$ cat config.mk
export PLATFORM = sky130hd
export DESIGN_NAME = hybrid_pwm_sd_dac_flat
export DESIGN_NICKNAME = d
export VERILOG_FILES = /design/src/rtl/audio_dac_pkg.sv /design/src/rtl/hybrid_pwm_sd_dac_if.sv /design/src/rtl/hybrid_pwm_sd_dac.sv /design/src/flat_wrapper.sv
export SDC_FILE = /design/constraint.sdc
export NUM_CORES = 1
export LEC_CHECK = 0
export CAP_MARGIN = 10
export CELL_PAD_IN_SITES_DETAIL_PLACEMENT = 0
export CELL_PAD_IN_SITES_GLOBAL_PLACEMENT = 1
export CORE_MARGIN = 2
export CORE_UTILIZATION = 25
export DETAILED_ROUTE_END_ITERATION = 10
export DONT_BUFFER_PORTS = 1
export GPL_TIMING_DRIVEN = 0
export PLACE_DENSITY = 0.55
export SETUP_SLACK_MARGIN = 0.5
export SKIP_LAST_GASP = 1
export SLEW_MARGIN = 20
export SYNTH_ARGS = -nofsm -noshare
export SYNTH_HDL_FRONTEND = slang
export SYNTH_SLANG_ARGS = --single-unit
$ cat constraint.sdc
create_clock -name mclk -period 4.3 [get_ports mclk]
set_input_delay 0.645 -clock mclk [delete_from_list [all_inputs] [get_ports mclk]]
set_output_delay 0.645 -clock mclk [all_outputs]
set_load 0.01 [all_outputs]
$ cat src/rtl/audio_dac_pkg.sv
// Shared constants for the hybrid PWM / sigma-delta audio DAC.
// Frame geometry, the input scaling and the reset state of the modulator are defined here.
package audio_dac_pkg;

    // PWM frame: 32 cycles, addressed by a 5-bit counter
    localparam int unsigned FRAME_LEN = 32;
    localparam int          CNT_W     = 5;
    localparam logic [CNT_W-1:0] CNT_MAX = 5'(FRAME_LEN - 1);

    // Input scaling: scaled = 2^27 + din * 61440.
    // 61440 = 2^16 - 2^12, so the product needs no real multiplier.
    localparam logic [31:0] SCALE_OFFSET = 32'h0800_0000;
    localparam int unsigned GAIN         = 61440;
    localparam int          GAIN_HI_SH   = 16;
    localparam int          GAIN_LO_SH   = 12;

    // Reset state of the modulator
    localparam logic [CNT_W-1:0] THR_RST   = 5'd16;
    localparam logic [15:0]      SIGMA_RST = 16'h0400;

    // Map a 16-bit offset-binary sample onto 2048..63487 in the upper half-word.
    // The offset keeps the narrowest pulse at 2 cycles, and the gain keeps the widest pulse below a full 32.
    function automatic logic [31:0] scale_sample(input logic [15:0] s);
        logic [31:0] hi_term;
        logic [31:0] lo_term;
        hi_term = {s, 16'b0};
        lo_term = {4'b0, s, 12'b0};
        return SCALE_OFFSET + (hi_term - lo_term);
    endfunction

endpackage

$ cat src/rtl/hybrid_pwm_sd_dac_if.sv
// Sample-in / bitstream-out connection between the mixer and the DAC modulator.
interface hybrid_pwm_sd_dac_if;
    logic [15:0] din;   // unsigned sample, 0x8000 = midscale
    logic        dout;  // PWM / sigma-delta bitstream

    // Mixer side: supplies samples, observes the bitstream
    modport master (output din, input dout);
    // Modulator side
    modport slave  (input din, output dout);
endinterface

$ cat src/rtl/hybrid_pwm_sd_dac.sv
// 1-bit audio DAC modulator. It emits a 32-cycle PWM frame with a 5-bit width.
// First-order sigma-delta dithering of that width recovers the low 11 bits of the scaled sample.
module hybrid_pwm_sd_dac
    import audio_dac_pkg::*;
(
    input  logic               mclk,
    input  logic               rst0,
    hybrid_pwm_sd_dac_if.slave bus
);

    logic [CNT_W-1:0] cnt;
    logic [CNT_W-1:0] thr;
    logic [31:0]      scaled;
    logic [15:0]      sigma;
    logic             out;
    logic             frame_end;

    assign frame_end = (cnt == CNT_MAX);

    // The three-stage frame pipeline (sample -> scale -> accumulate -> width) advances once per frame.
    // The pulse is set at the frame boundary and cleared when the counter reaches the width.
    always_ff @(posedge mclk or posedge rst0) begin
        if (rst0) begin
            cnt    <= '0;
            thr    <= THR_RST;
            scaled <= '0;
            sigma  <= SIGMA_RST;
            out    <= 1'b0;
        end else begin
            cnt <= cnt + 5'd1;
            if (cnt == thr)
                out <= 1'b0;
            if (frame_end) begin
                scaled <= scale_sample(bus.din);
                // The integer part feeds the width; bits [10:0] carry over as the residual
                sigma  <= scaled[31:16] + {5'b0, sigma[10:0]};
                thr    <= sigma[15:11];
                // A set wins over the clear, so thr==31 holds dout high across the whole frame
                out    <= 1'b1;
            end
        end
    end

    // The low half of the scaled sample is below the modulator's resolution
    logic unused_scaled_lo;
    assign unused_scaled_lo = ^scaled[15:0];

    assign bus.dout = out;

endmodule

$ cat src/flat_wrapper.sv
// flat-port wrapper written by rule: the top's interface ports become plain ports
module hybrid_pwm_sd_dac_flat import audio_dac_pkg::*;
  (mclk, rst0, bus_din, bus_dout);
  hybrid_pwm_sd_dac_if bus_i ();
  input  logic mclk;
  input  logic rst0;
  input wire logic [$bits(bus_i.din)-1:0] bus_din;
  output wire logic [$bits(bus_i.dout)-1:0] bus_dout;
  assign bus_i.din = bus_din;
  assign bus_dout = bus_i.dout;
  hybrid_pwm_sd_dac u_core (.mclk(mclk), .rst0(rst0), .bus(bus_i));
endmodule
==> results by group, run 1 <==
Run status
  • Outcome: finished, final reports clean

Worst setup path
  • Req. time, crit path: between 4 and 5 ns
  • Crit path launch type: input pin
  • CP Capture Type: flop
  • Worst r2r src: u_core.cnt[0]$_DFF_PP0_
  • Crit Path Max Fanout: 4
  • Arrival time worst endpoint: ~2.7 ns
  • FF-to-FF setup slack: between 1.5 and 2 ns
  • R2R cell count: 6
  • Crit path kind: in2reg
  • Reg2reg end: u_core.sigma[1]$_DFFE_PP0P_

Yosys
  • Avg Inst Size Synth: between 9 and 10 sq um
  • Count leader, synth: dfrtp_1
  • Register bit total from synthesis: 43
  • Yosys top cell by area: dfrtp_1
  • Synth top area share: about a third
  • Syn_nets: between 300 and 400
  • EDFF count, synth: 0
  • Ys flop type: dfrtp_1
  • Post-synth top cells: dfrtp_1, ha_1, a21oi_1
  • Netlist cell types: 52
  • Cells after Synth: around 320
  • Sequential share of the synthesized area: about a third
  • Largest cells by area after synthesis: dfrtp_1, ha_1, mux2_2
  • Synthesized area: roughly 3100 sq um
  • Synth Warn #: 0
  • Fraction of registers with async set/reset: 100%

Detailed routing
  • DR vias/cell: around 4.6
  • Vias: approximately 2,300
  • DRC Markers: 0
  • TritonRoute pass-1 iters: 4
  • DRT iter0 DRCs: between 60 and 70
  • Antenna Nets Post-Route: 0
  • WL/cell: 13.5 um
  • Final WL: 6700 um

Clock tree
  • Setup repair bufs after CTS: 0
  • Num Clock Sinks: 43
  • CTS buffer count: 5
  • Worst-Skew Late Latency: 0.29 ns
  • CTS clk-pin slew, worst paths: roughly 0.060 ns
  • CTS H-tree depth: 2
  • Hold_buf cts: 0
  • CTS tree: built
  • CTS root buf: clkbuf_16
  • CTS max path bufs: 2
  • Number of gates resized after CTS: 0

Cells and area
  • Layout cells sized above 1: 12.5%
  • Post-layout net count: 384
  • Area growth syn-to-layout: 12.4%
  • FILL cells: roughly 1,300
  • Final core utilization: between 20% and 30%
  • Ant diodes: 0

STA
  • Fin crit period: around 2.6 ns
  • Setup_tns: 0 ns
  • Final WS setup: between 1.5 and 2 ns
  • Actual slew at the worst max-slew pin: 0.744 ns
  • Final setup viols: 0
  • Period utilization: approximately 60%
  • Final hold violations: 0
  • Final Max Tran Viols: 0
  • Highest Clock Rate: ~390 MHz
  • Rel. slew slack: about half
  • Setup Skew: between 0.004 and 0.005 ns
  • RSZ-0062 raised after global routing: no

Placement
  • Global placement routability congestion: between 0.7 and 0.8
  • DP HPWL: roughly 5300 um
  • I/O Buffers: 0
  • Place WS: between 1 and 1.5 ns

Power and ir drop
  • Sw frac: 31.5%
  • Int Pwr: between 0.0008 and 0.0009 W
  • Logic pwr share: between 30% and 40%
  • Sw Pwr: 0.000399 W
  • PwrDens: between 300 and 400 nW/um^2
  • Lkg Pwr: ~1.6 nW
  • Sequential share of power: a little under two fifths
  • Total power: about 0.0013 W
  • Clk pwr share: between 30% and 40%
  • Max IR drop VDD: between 0.1 and 0.15 mV

Global route
  • Pin count of the biggest net entering global routing: 33
  • First-pass GRT wire length: around 12,000 um
  • Vias in the first global route: 2,309
  • Grt ovf: 0
  • Initial antenna violation count: 0
  • GRT Total Usage: between 10 and 15%

Floorplanning
  • # IOs: 19
  • Initial core utilization: 25.8%
  • Die W: between 100 and 150 um
  • Die ar.: 13,500 sq um
  • Core Rows: 40
  • Die H: 116 um
  • Core area: 12,200 sq um

Min path
  • Hold WC Path Type: in2async

Job
  • Max_cap viols: 0
## power groups by stage
stage                     Sequential, W  Clock [W]  Combinational, W
after global routing           0.000479   0.000429          0.000447
after floorplan                0.000468          0          0.000327
after global placement         0.000480          0          0.000394
after detailed placement       0.000481          0          0.000397
after CTS                      0.000474   0.000416          0.000401
final                          0.000474   0.000400          0.000396
## sequential cells by signal, indices dropped and copies added, names as in the netlist
name             cells
u_core.scaled       16
u_core.sigma        16
u_core.cnt           5
u_core.thr           5
u_core.bus.dout      1
## worst max-delay path by stage
| stage | from | endpoint | slack (ns) | depth (start not counted) |
|---|---|---|---|---|
| 6_report | bus_din[7] | u_core.scaled[31]$_DFFE_PP0P_ | 1.74 | 9 |
| 5_1_grt | bus_din[11] | u_core.scaled[30]$_DFFE_PP0P_ | 1.51 | 9 |
| 4_1_cts | bus_din[7] | u_core.scaled[31]$_DFFE_PP0P_ | 1.72 | 9 |
| 3_5_place_dp | bus_din[7] | u_core.scaled[31]$_DFFE_PP0P_ | 1.43 | 9 |
| 3_3_place_gp | bus_din[7] | u_core.scaled[31]$_DFFE_PP0P_ | 1.41 | 9 |
| 2_1_floorplan | bus_din[7] | u_core.scaled[25]$_DFFE_PP0P_ | 1.63 | 9 |
## cells in the final DEF, fill, tap and decap left out, types with 7 or more instances in the layout
master | synthesis | routed
a21oi_1 | 27 | 27
dfrtp_1 | 41 | 41
ha_1 | 39 | 39
inv_1 | 19 | 18
mux2_2 | 19 | 19
nand2_1 | 21 | 21
nand4_1 | 7 | 7
nor2_1 | 25 | 25
o21ai_0 | 11 | 11
xnor2_1 | 19 | 19
xor2_1 | 9 | 9
## per-stage QoR
stage,instance area (sq um),hold WS (ns),instances
floorplan,3140,0.456,318
global placement,3350,0.471,486
detailed placement,3370,0.480,487
CTS,3530,0.177,495
global route,3530,0.190,495
finish,3530,0.178,495
## worst max-delay path, cell delays in order
cell and delay (ns):
inv_1 0.02, ha_1 0.27, ha_1 0.37, and2_4 0.20, a221oi_4 0.33, nand4_1 0.26, nand4_1 0.20, nor2_1 0.07
a2111o_1 0.37
## per-layer routing
layer	routed length, um	vias up	GRT usage (%)
li1	-	1172	-
met1	3320	1061	14.3
met2	3060	30	17.6
met3	199	7	2.14
met4	117	0	4.29
met5	0	-	0
## cells by family after synthesis
| group | count (synthesis) | share of synthesized area [%] |
|---|---|---|
| AOI/OAI and AO/OA | 73 | 16.6 |
| xor gates and xnor gates | 28 | 7.81 |
| adders and majority gates | 40 | 16.2 |
| buffers and inverters | 28 | 3.35 |
| DFF | 43 | 34.3 |
| muxes | 23 | 8.09 |
| and+or+nand+nor | 83 | 13.6 |
## cell type report
| type | instances | area (sq um) | area share (%) |
|---|---|---|---|
| clock inverters | 1 | 7.51 | 0.213 |
| multi-input cells | 247 | 1960 | 55.4 |
| repair buffers | 1 | 20.0 | 0.567 |
| flip-flops and latches | 43 | 1080 | 30.5 |
| clock buffers | 7 | 153 | 4.32 |
| inverters | 20 | 75.1 | 2.13 |
| well taps | 168 | 210 | 5.95 |
| plain buffers | 8 | 30.0 | 0.850 |
Note: power is estimated with default switching activity, not from simulation.
==> run 2: changes to the inputs <==
==> constraint.sdc (replaced) <==
create_clock -name mclk -period 2.4 [get_ports mclk]
set_input_delay 0.36 -clock mclk [delete_from_list [all_inputs] [get_ports mclk]]
set_output_delay 0.36 -clock mclk [all_outputs]
set_load 0.01 [all_outputs]
==> results by group, run 2 (same netlist as run 1, synthesis figures left out) <==
Global route
  • GRT Total Usage: 12.1% (+1.2 points)
  • Vias in the first global route: 2,580 (+12%)
  • Pin count of the biggest net entering global routing: 33 (unchanged)
  • Grt ovf: 0 (unchanged)
  • Initial antenna violation count: 0 (unchanged)
  • First-pass GRT wire length: 12,800 um (+11%)

STA
  • Final Max Tran Viols: 0 (unchanged)
  • Actual slew at the worst max-slew pin: 0.501 ns (-0.243 ns)
  • Setup Skew: 0.00370 ns (-0.000590 ns)
  • Setup_tns: 0 ns (unchanged)
  • Highest Clock Rate: around 450 MHz
  • Final setup viols: 0 (unchanged)
  • Period utilization: 93.0%
  • Fin crit period: 2.23 ns
  • Final hold violations: 0 (unchanged)
  • RSZ-0062 raised after global routing: yes
  • Rel. slew slack: 66.2% (+16 points)
  • Final WS setup: 0.169 ns (-1.57 ns)

Placement
  • DP HPWL: 5560 um (+5.1%)
  • Placed Area: 3630 sq um (+7.6%)
  • Global placement routability congestion: 0.754 (-0.57%)
  • Place WS: 0.0492 ns (-1.38 ns)
  • I/O Buffers: 0 (unchanged)

Cells and area
  • Area growth syn-to-layout: 34.0%
  • FILL cells: 1,241 (-3.1%)
  • Highest-count cells in the layout ignoring fill and taps: dfrtp_1, nor2_1, nand2_1, xnor2_1, ha_1
  • Post-layout net count: 403 (+4.9%)
  • Commonest non-fill, non-tap cell in the layout: dfrtp_1
  • Ant diodes: 0 (unchanged)
  • Largest regs: u_core.scaled: 16 flops, u_core.sigma: 16 flops
  • Layout cells sized above 1: 36.1% (+24 points)
  • Final Cell Area: 4210 sq um (+19%)

Clock tree
  • CTS H-tree depth: 2 (unchanged)
  • Num Clock Sinks: 43 (unchanged)
  • CTS buffer count: 5 (unchanged)
  • CTS max path bufs: 2 (unchanged)
  • CTS root buf: clkbuf_16
  • Worst-Skew Late Latency: 0.28 ns (about the same)
  • CTS tree: built
  • CTS clk-pin slew, worst paths: 0.06 ns (about the same)

Worst setup path
  • Crit Path Max Fanout: 2 (-2)
  • Req. time, crit path: 2.57 ns (-1.90 ns)
  • Arrival time worst endpoint: 2.40 ns (-0.33 ns)
  • FF-to-FF setup slack: 0.17 ns (-1.62 ns)
  • Reg2reg end: u_core.sigma[8]$_DFFE_PP0P_
  • R2R cell count: 8 (+2)
  • CP Capture Type: flop
  • Crit path kind: reg2reg
  • Crit path launch type: flop
  • Worst r2r src: u_core.scaled[16]$_DFFE_PP0P_
  • Crit path launch: u_core.scaled[16]$_DFFE_PP0P_

Power and ir drop
  • Sequential share of power: 32.9% (-4.4 points)
  • Sw frac: 31.8% (+0.33 points)
  • Total power: 0.00260 W (+110%)
  • Sw Pwr: 0.000828 W (+110%)
  • Clk pwr share: 29.8% (-1.7 points)
  • Max IR drop VDD: 0.281 mV (+100%)
  • PwrDens: 619 nW/um^2 (+72%)
  • Int Pwr: 0.00178 W (+100%)
  • Lkg Pwr: 1.77 nW (+11%)
  • Logic pwr share: 37.3% (+6.1 points)

Floorplanning
  • Core Rows: 40 (unchanged)
  • Die W: 116 um (unchanged)
  • Initial core utilization: 25.8% (unchanged)
  • Die ar.: 13,500 sq um (unchanged)
  • # IOs: 19 (unchanged)
  • Die H: 116 um (unchanged)
  • Core area: 12,200 sq um (unchanged)

Job
  • Max_cap viols: 0 (unchanged)

Detailed routing
  • Vias: 2,400 (+5.7%)
  • DRC Markers: 0 (unchanged)
  • DR vias/cell: 4.67 (+1.8%)
  • DRT iter0 DRCs: 79 (+30%)
  • Final WL: 7360 um (+9.9%)
  • WL/cell: 14.3 um (+5.9%)
  • TritonRoute pass-1 iters: 4 (unchanged)
  • Antenna Nets Post-Route: 0 (unchanged)

Min path
  • Hold path cells: 3
  • Hold worst-path end: u_core.scaled[16]$_DFFE_PP0P_
  • Worst hold start: bus_din[0]
  • Hold WC Path Type: in2reg

Run status
  • Outcome: finished, final reports clean
## run 2: cell count changes in the layout (fill, tap and decap cells not counted), sizes merged
cell,delta
buf,+20
dlygate4sd3,+1
clkinv,+1
clkbuf,-4
clkinvlp,-1
bufinv,+1
inv,+1
## run 2: timing repair
item | in CTS | in global routing
gates resized for setup | 28 | 44
buffers inserted | 11 | 7
hold buffers | 1 | 0
setup endpoints to repair | 38 | 37
hold endpoints to repair | 11 | 0
pin swaps | 26 | 30
gates cloned | 0 | 0
## run 2: worst max-delay path by stage
stage / end / slack (ns) / depth (start not counted)
2_1_floorplan: u_core.sigma[8]$_DFFE_PP0P_ / 0.21 / 8
5_1_grt: u_core.sigma[8]$_DFFE_PP0P_ / 0.07 / 8
3_3_place_gp: u_core.sigma[12]$_DFFE_PP0P_ / 0.03 / 8
6_report: u_core.sigma[8]$_DFFE_PP0P_ / 0.17 / 8
4_1_cts: u_core.sigma[8]$_DFFE_PP0P_ / 0.15 / 8
3_5_place_dp: u_core.sigma[12]$_DFFE_PP0P_ / 0.05 / 8
## run 2: power by group through the flow
stage / sequential [W] / combinational, W / clock [W]
floorplan: 0.000841 / 0.000654 / 0
global placement: 0.000863 / 0.000779 / 0
detailed placement: 0.000865 / 0.000788 / 0
CTS: 0.000852 / 0.000871 / 0.000802
global route: 0.000866 / 0.00108 / 0.000822
finish: 0.000856 / 0.000972 / 0.000777
## run 2: critical path, cell delays in order, from the launching register on
cell	delay, ns
dfrtp_1	0.38
ha_2	0.20
fa_2	0.37
a211oi_4	0.24
o21bai_2	0.11
a211o_1	0.29
a31oi_2	0.18
xnor2_1	0.09
mux2_4	0.25
## run 2: final cells by class
type	instances	area, sq um	share of cell area (%)
Clock buffer	5	125	2.97
Multi-Input combinational cell	247	2380	56.6
Clock inverter	3	43.8	1.04
Tap cell	168	210	4.99
Timing Repair Buffer	20	176	4.19
Inverter	20	115	2.73
Sequential cell	43	1080	25.7
Buffer	8	73.8	1.75
## run 2: through the flow
| step | hold slack [ns] | utilization, % | instances |
|---|---|---|---|
| after global placement | 0.473 | 29.7 | 486 |
| final | 0.342 | 34.6 | 514 |
| after CTS | 0.339 | 32.8 | 507 |
| after floorplan | 0.456 | - | 318 |
| after detailed placement | 0.201 | 29.8 | 487 |
| after global routing | 0.371 | 34.6 | 514 |
## run 2: layer usage
metal	global-route usage, %	routed length, um	vias up
met5	0	0	-
met4	3.89	71	0
met3	1.78	132	4
met2	20.0	3490	23
met1	16.3	3670	1169
li1	-	-	1204
==> run 3: changes to the inputs <==
--- a/config.mk
+++ b/config.mk
@@ -5,6 +5,7 @@
 export SDC_FILE = /design/constraint.sdc
 export NUM_CORES = 1
 export LEC_CHECK = 0
+export ABC_CLOCK_PERIOD_IN_PS = 2400
 export CAP_MARGIN = 10
 export CELL_PAD_IN_SITES_DETAIL_PLACEMENT = 0
 export CELL_PAD_IN_SITES_GLOBAL_PLACEMENT = 1
@@ -14,8 +15,6 @@
 export DONT_BUFFER_PORTS = 1
 export GPL_TIMING_DRIVEN = 0
 export PLACE_DENSITY = 0.55
-export SETUP_SLACK_MARGIN = 0.5
-export SKIP_LAST_GASP = 1
 export SLEW_MARGIN = 20
 export SYNTH_ARGS = -nofsm -noshare
 export SYNTH_HDL_FRONTEND = slang
==> results by group, run 3 (same netlist as run 1, synthesis figures left out) <==
Cells and area
  • FILL cells: 1,287 (+3.7%)
  • Final Non-Filler Cells: 496 (-3.5%)
  • Area occupied by multi-input gates: 1970 sq um (-17%)
  • Sequential Area: 1080 sq um (-0.23%)
  • Largest regs: u_core.scaled: 16 flops, u_core.sigma: 16 flops
  • Ant diodes: 0 (unchanged)
  • Commonest non-fill, non-tap cell in the layout: dfrtp_1
  • Highest-count cells in the layout ignoring fill and taps: dfrtp_1, ha_1, a21oi_1, nor2_1, nand2_1
  • Layout cells sized above 1: 14.0% (-22 points)
  • Post-layout net count: 385 (-4.5%)
  • Final core utilization: 29.2% (-5.4 points)
  • Final Cell Area: 3560 sq um (-15%)
  • Area growth syn-to-layout: 13.3%

Worst setup path
  • Max stage delay on crit path: 0.38 ns (about the same)
  • Req. time, crit path: 2.57 ns (about the same)
  • Worst r2r src: u_core.sigma[0]$_DFFE_PP0P_
  • Worst path bufs/invs: 0 (unchanged)
  • Worst path slowest cell: dfrtp_1
  • Crit path launch: u_core.sigma[0]$_DFFE_PP0P_
  • Arrival time worst endpoint: 2.50 ns (+0.10 ns)
  • CP Capture Type: flop
  • Cell family with most CP delay: compound AO/OA/AOI/OAI gates
  • Crit Path Max Fanout: 3 (+1)
  • Crit path kind: reg2reg
  • FF-to-FF setup slack: 0.08 ns (-0.09 ns)
  • Crit-path cells: ha_1 > fa_2 > a211oi_2 > o21bai_1 > a211o_1 > a31oi_2 > xnor2_1 > mux2_2
  • Crit path launch type: flop

Detailed routing
  • DRC Markers: 0 (unchanged)
  • DR vias/cell: 4.59 (-1.7%)
  • WL/cell: 13.5 um (-5.5%)
  • TritonRoute pass-1 iters: 4 (unchanged)
  • Antenna Nets Post-Route: 0 (unchanged)
  • Final WL: 6720 um (-8.8%)
  • Vias: 2,276 (-5.2%)
  • DRT iter0 DRCs: 58 (-27%)

Floorplanning
  • Core area: 12,200 sq um (unchanged)
  • Die W: 116 um (unchanged)
  • Initial core utilization: 25.8% (unchanged)
  • Core Rows: 40 (unchanged)
  • # IOs: 19 (unchanged)
  • Die H: 116 um (unchanged)
  • Die ar.: 13,500 sq um (unchanged)

Placement
  • Place WS: -0.188 ns (-0.238 ns)
  • Placed Area: 3370 sq um (-7.1%)
  • DP HPWL: 5290 um (-4.8%)
  • Global placement routability congestion: 0.759 (+0.57%)
  • I/O Buffers: 0 (unchanged)
  • Placed cell count: 487 (unchanged)

Job
  • Max_cap viols: 0 (unchanged)

STA
  • Actual slew at the worst max-slew pin: 0.573 ns (+0.0714 ns)
  • Final setup viols: 0 (unchanged)
  • Final Max Tran Viols: 0 (unchanged)
  • Period utilization: 96.8% (+3.8 points)
  • Rel. slew slack: 61.8% (-4.4 points)
  • Final WS setup: 0.0770 ns (-0.0916 ns)
  • Fin crit period: 2.32 ns (+0.0916 ns)
  • Final hold violations: 0 (unchanged)
  • RSZ-0062 raised after global routing: yes
  • Highest Clock Rate: 430 MHz (-3.9%)
  • Setup Skew: 0.00421 ns (+0.000509 ns)
  • Hold Slack: 0.333 ns (-0.00861 ns)

Min path
  • Worst hold start: bus_din[0]
  • Hold WC Path Type: in2reg

Global route
  • Initial antenna violation count: 0 (unchanged)
  • GRT Total Usage: 10.9% (-1.2 points)
  • Vias in the first global route: 2,323 (-10%)
  • Pin count of the biggest net entering global routing: 33 (unchanged)
  • First-pass GRT wire length: 11,600 um (-9.9%)
  • Grt ovf: 0 (unchanged)

Clock tree
  • Worst-Skew Late Latency: 0.29 ns (about the same)
  • CTS H-tree depth: 2 (unchanged)
  • CTS tree: built
  • CTS root buf: clkbuf_16
  • CTS clk-pin slew, worst paths: 0.06 ns (about the same)
  • CTS max path bufs: 2 (unchanged)
  • CTS buffer count: 5 (unchanged)
  • Num Clock Sinks: 43 (unchanged)

Run status
  • Outcome: finished, final reports clean

Power and ir drop
  • Lkg Pwr: 1.61 nW (-8.8%)
  • Max IR drop VDD: 0.248 mV (-12%)
  • PwrDens: 643 nW/um^2 (+4.0%)
[run 3: cell types whose count changed in the layout (fill, tap and decap cells not counted), moves of 5 or more]
cell	previous run	this run
ha_2	5	0
a21oi_1	17	27
o21ai_0	3	10
ha_1	18	39
mux2_2	13	19
ha_4	16	0
clkbuf_1	0	5
mux2_4	6	0
buf_6	5	0
a21oi_2	9	1
buf_4	16	0
[run 3: worst paths after layout]
| check | depth (start not counted) | end |
|---|---|---|
| worst max-delay path | 8 | u_core.sigma[8]$_DFFE_PP0P_ |
| worst min-delay path | 3 | u_core.scaled[16]$_DFFE_PP0P_ |
| worst max register to register | 8 | u_core.sigma[8]$_DFFE_PP0P_ |
| worst min register to register | 1 | u_core.sigma[4]$_DFFE_PP0P_ |
| max in group asynchronous | 3 | u_core.sigma[10]$_DFFE_PP1P_ |
| min in group asynchronous | 2 | u_core.cnt[0]$_DFF_PP0_ |
[run 3: timing repair]
item,in CTS,in global routing
hold buffers,1,0
buffers inserted,0,0
resized for setup,4,2
setup endpoints to repair,21,5
pin swaps,1,1
cloned,0,0
endpoints found under the hold margin,11,0
[run 3: power by group]
part / total [W] / leakage [nW] / internal [W] / switching (W)
Combinational: 0.000724 / 1.02 / 0.000332 / 0.000391
Sequential: 0.000848 / 0.519 / 0.000793 / 0.0000559
Clock: 0.000716 / 0.0761 / 0.000442 / 0.000274
[run 3: routing by layer]
metal | GRT usage, % | part of all wire (%) | vias to the layer above
met5 | 0 | 0 | -
met4 | 4.29 | 1.7 | 0
met3 | 2.14 | 3.0 | 7
met2 | 17.7 | 46 | 30
met1 | 14.3 | 50 | 1062
li1 | - | - | 1177
[run 3: worst register-to-register path, cell delays in order, from the launching register on]
cell	delay (ns)
dfrtp_1	0.38
ha_1	0.23
fa_2	0.38
a211oi_2	0.25
o21bai_1	0.15
a211o_1	0.32
a31oi_2	0.17
xnor2_1	0.07
mux2_2	0.25
[run 3: final cells by class]
cell class | instances | area share [%]
Sequential cell | 43 | 30.3
Tap cell | 168 | 5.91
Timing Repair Buffer | 2 | 0.844
Clock inverter | 1 | 0.211
Multi-Input combinational cell | 247 | 55.4
Inverter | 20 | 2.11
Clock buffer | 7 | 4.29
Buffer | 8 | 0.915
[run 3: metrics by stage]
step	TNS, ns	power [W]
after floorplan	0	0.00143
after global placement	-2.31	0.00157
after detailed placement	-2.20	0.00157
after CTS	0	0.00232
after global routing	-0.0938	0.00244
final	0	0.00229
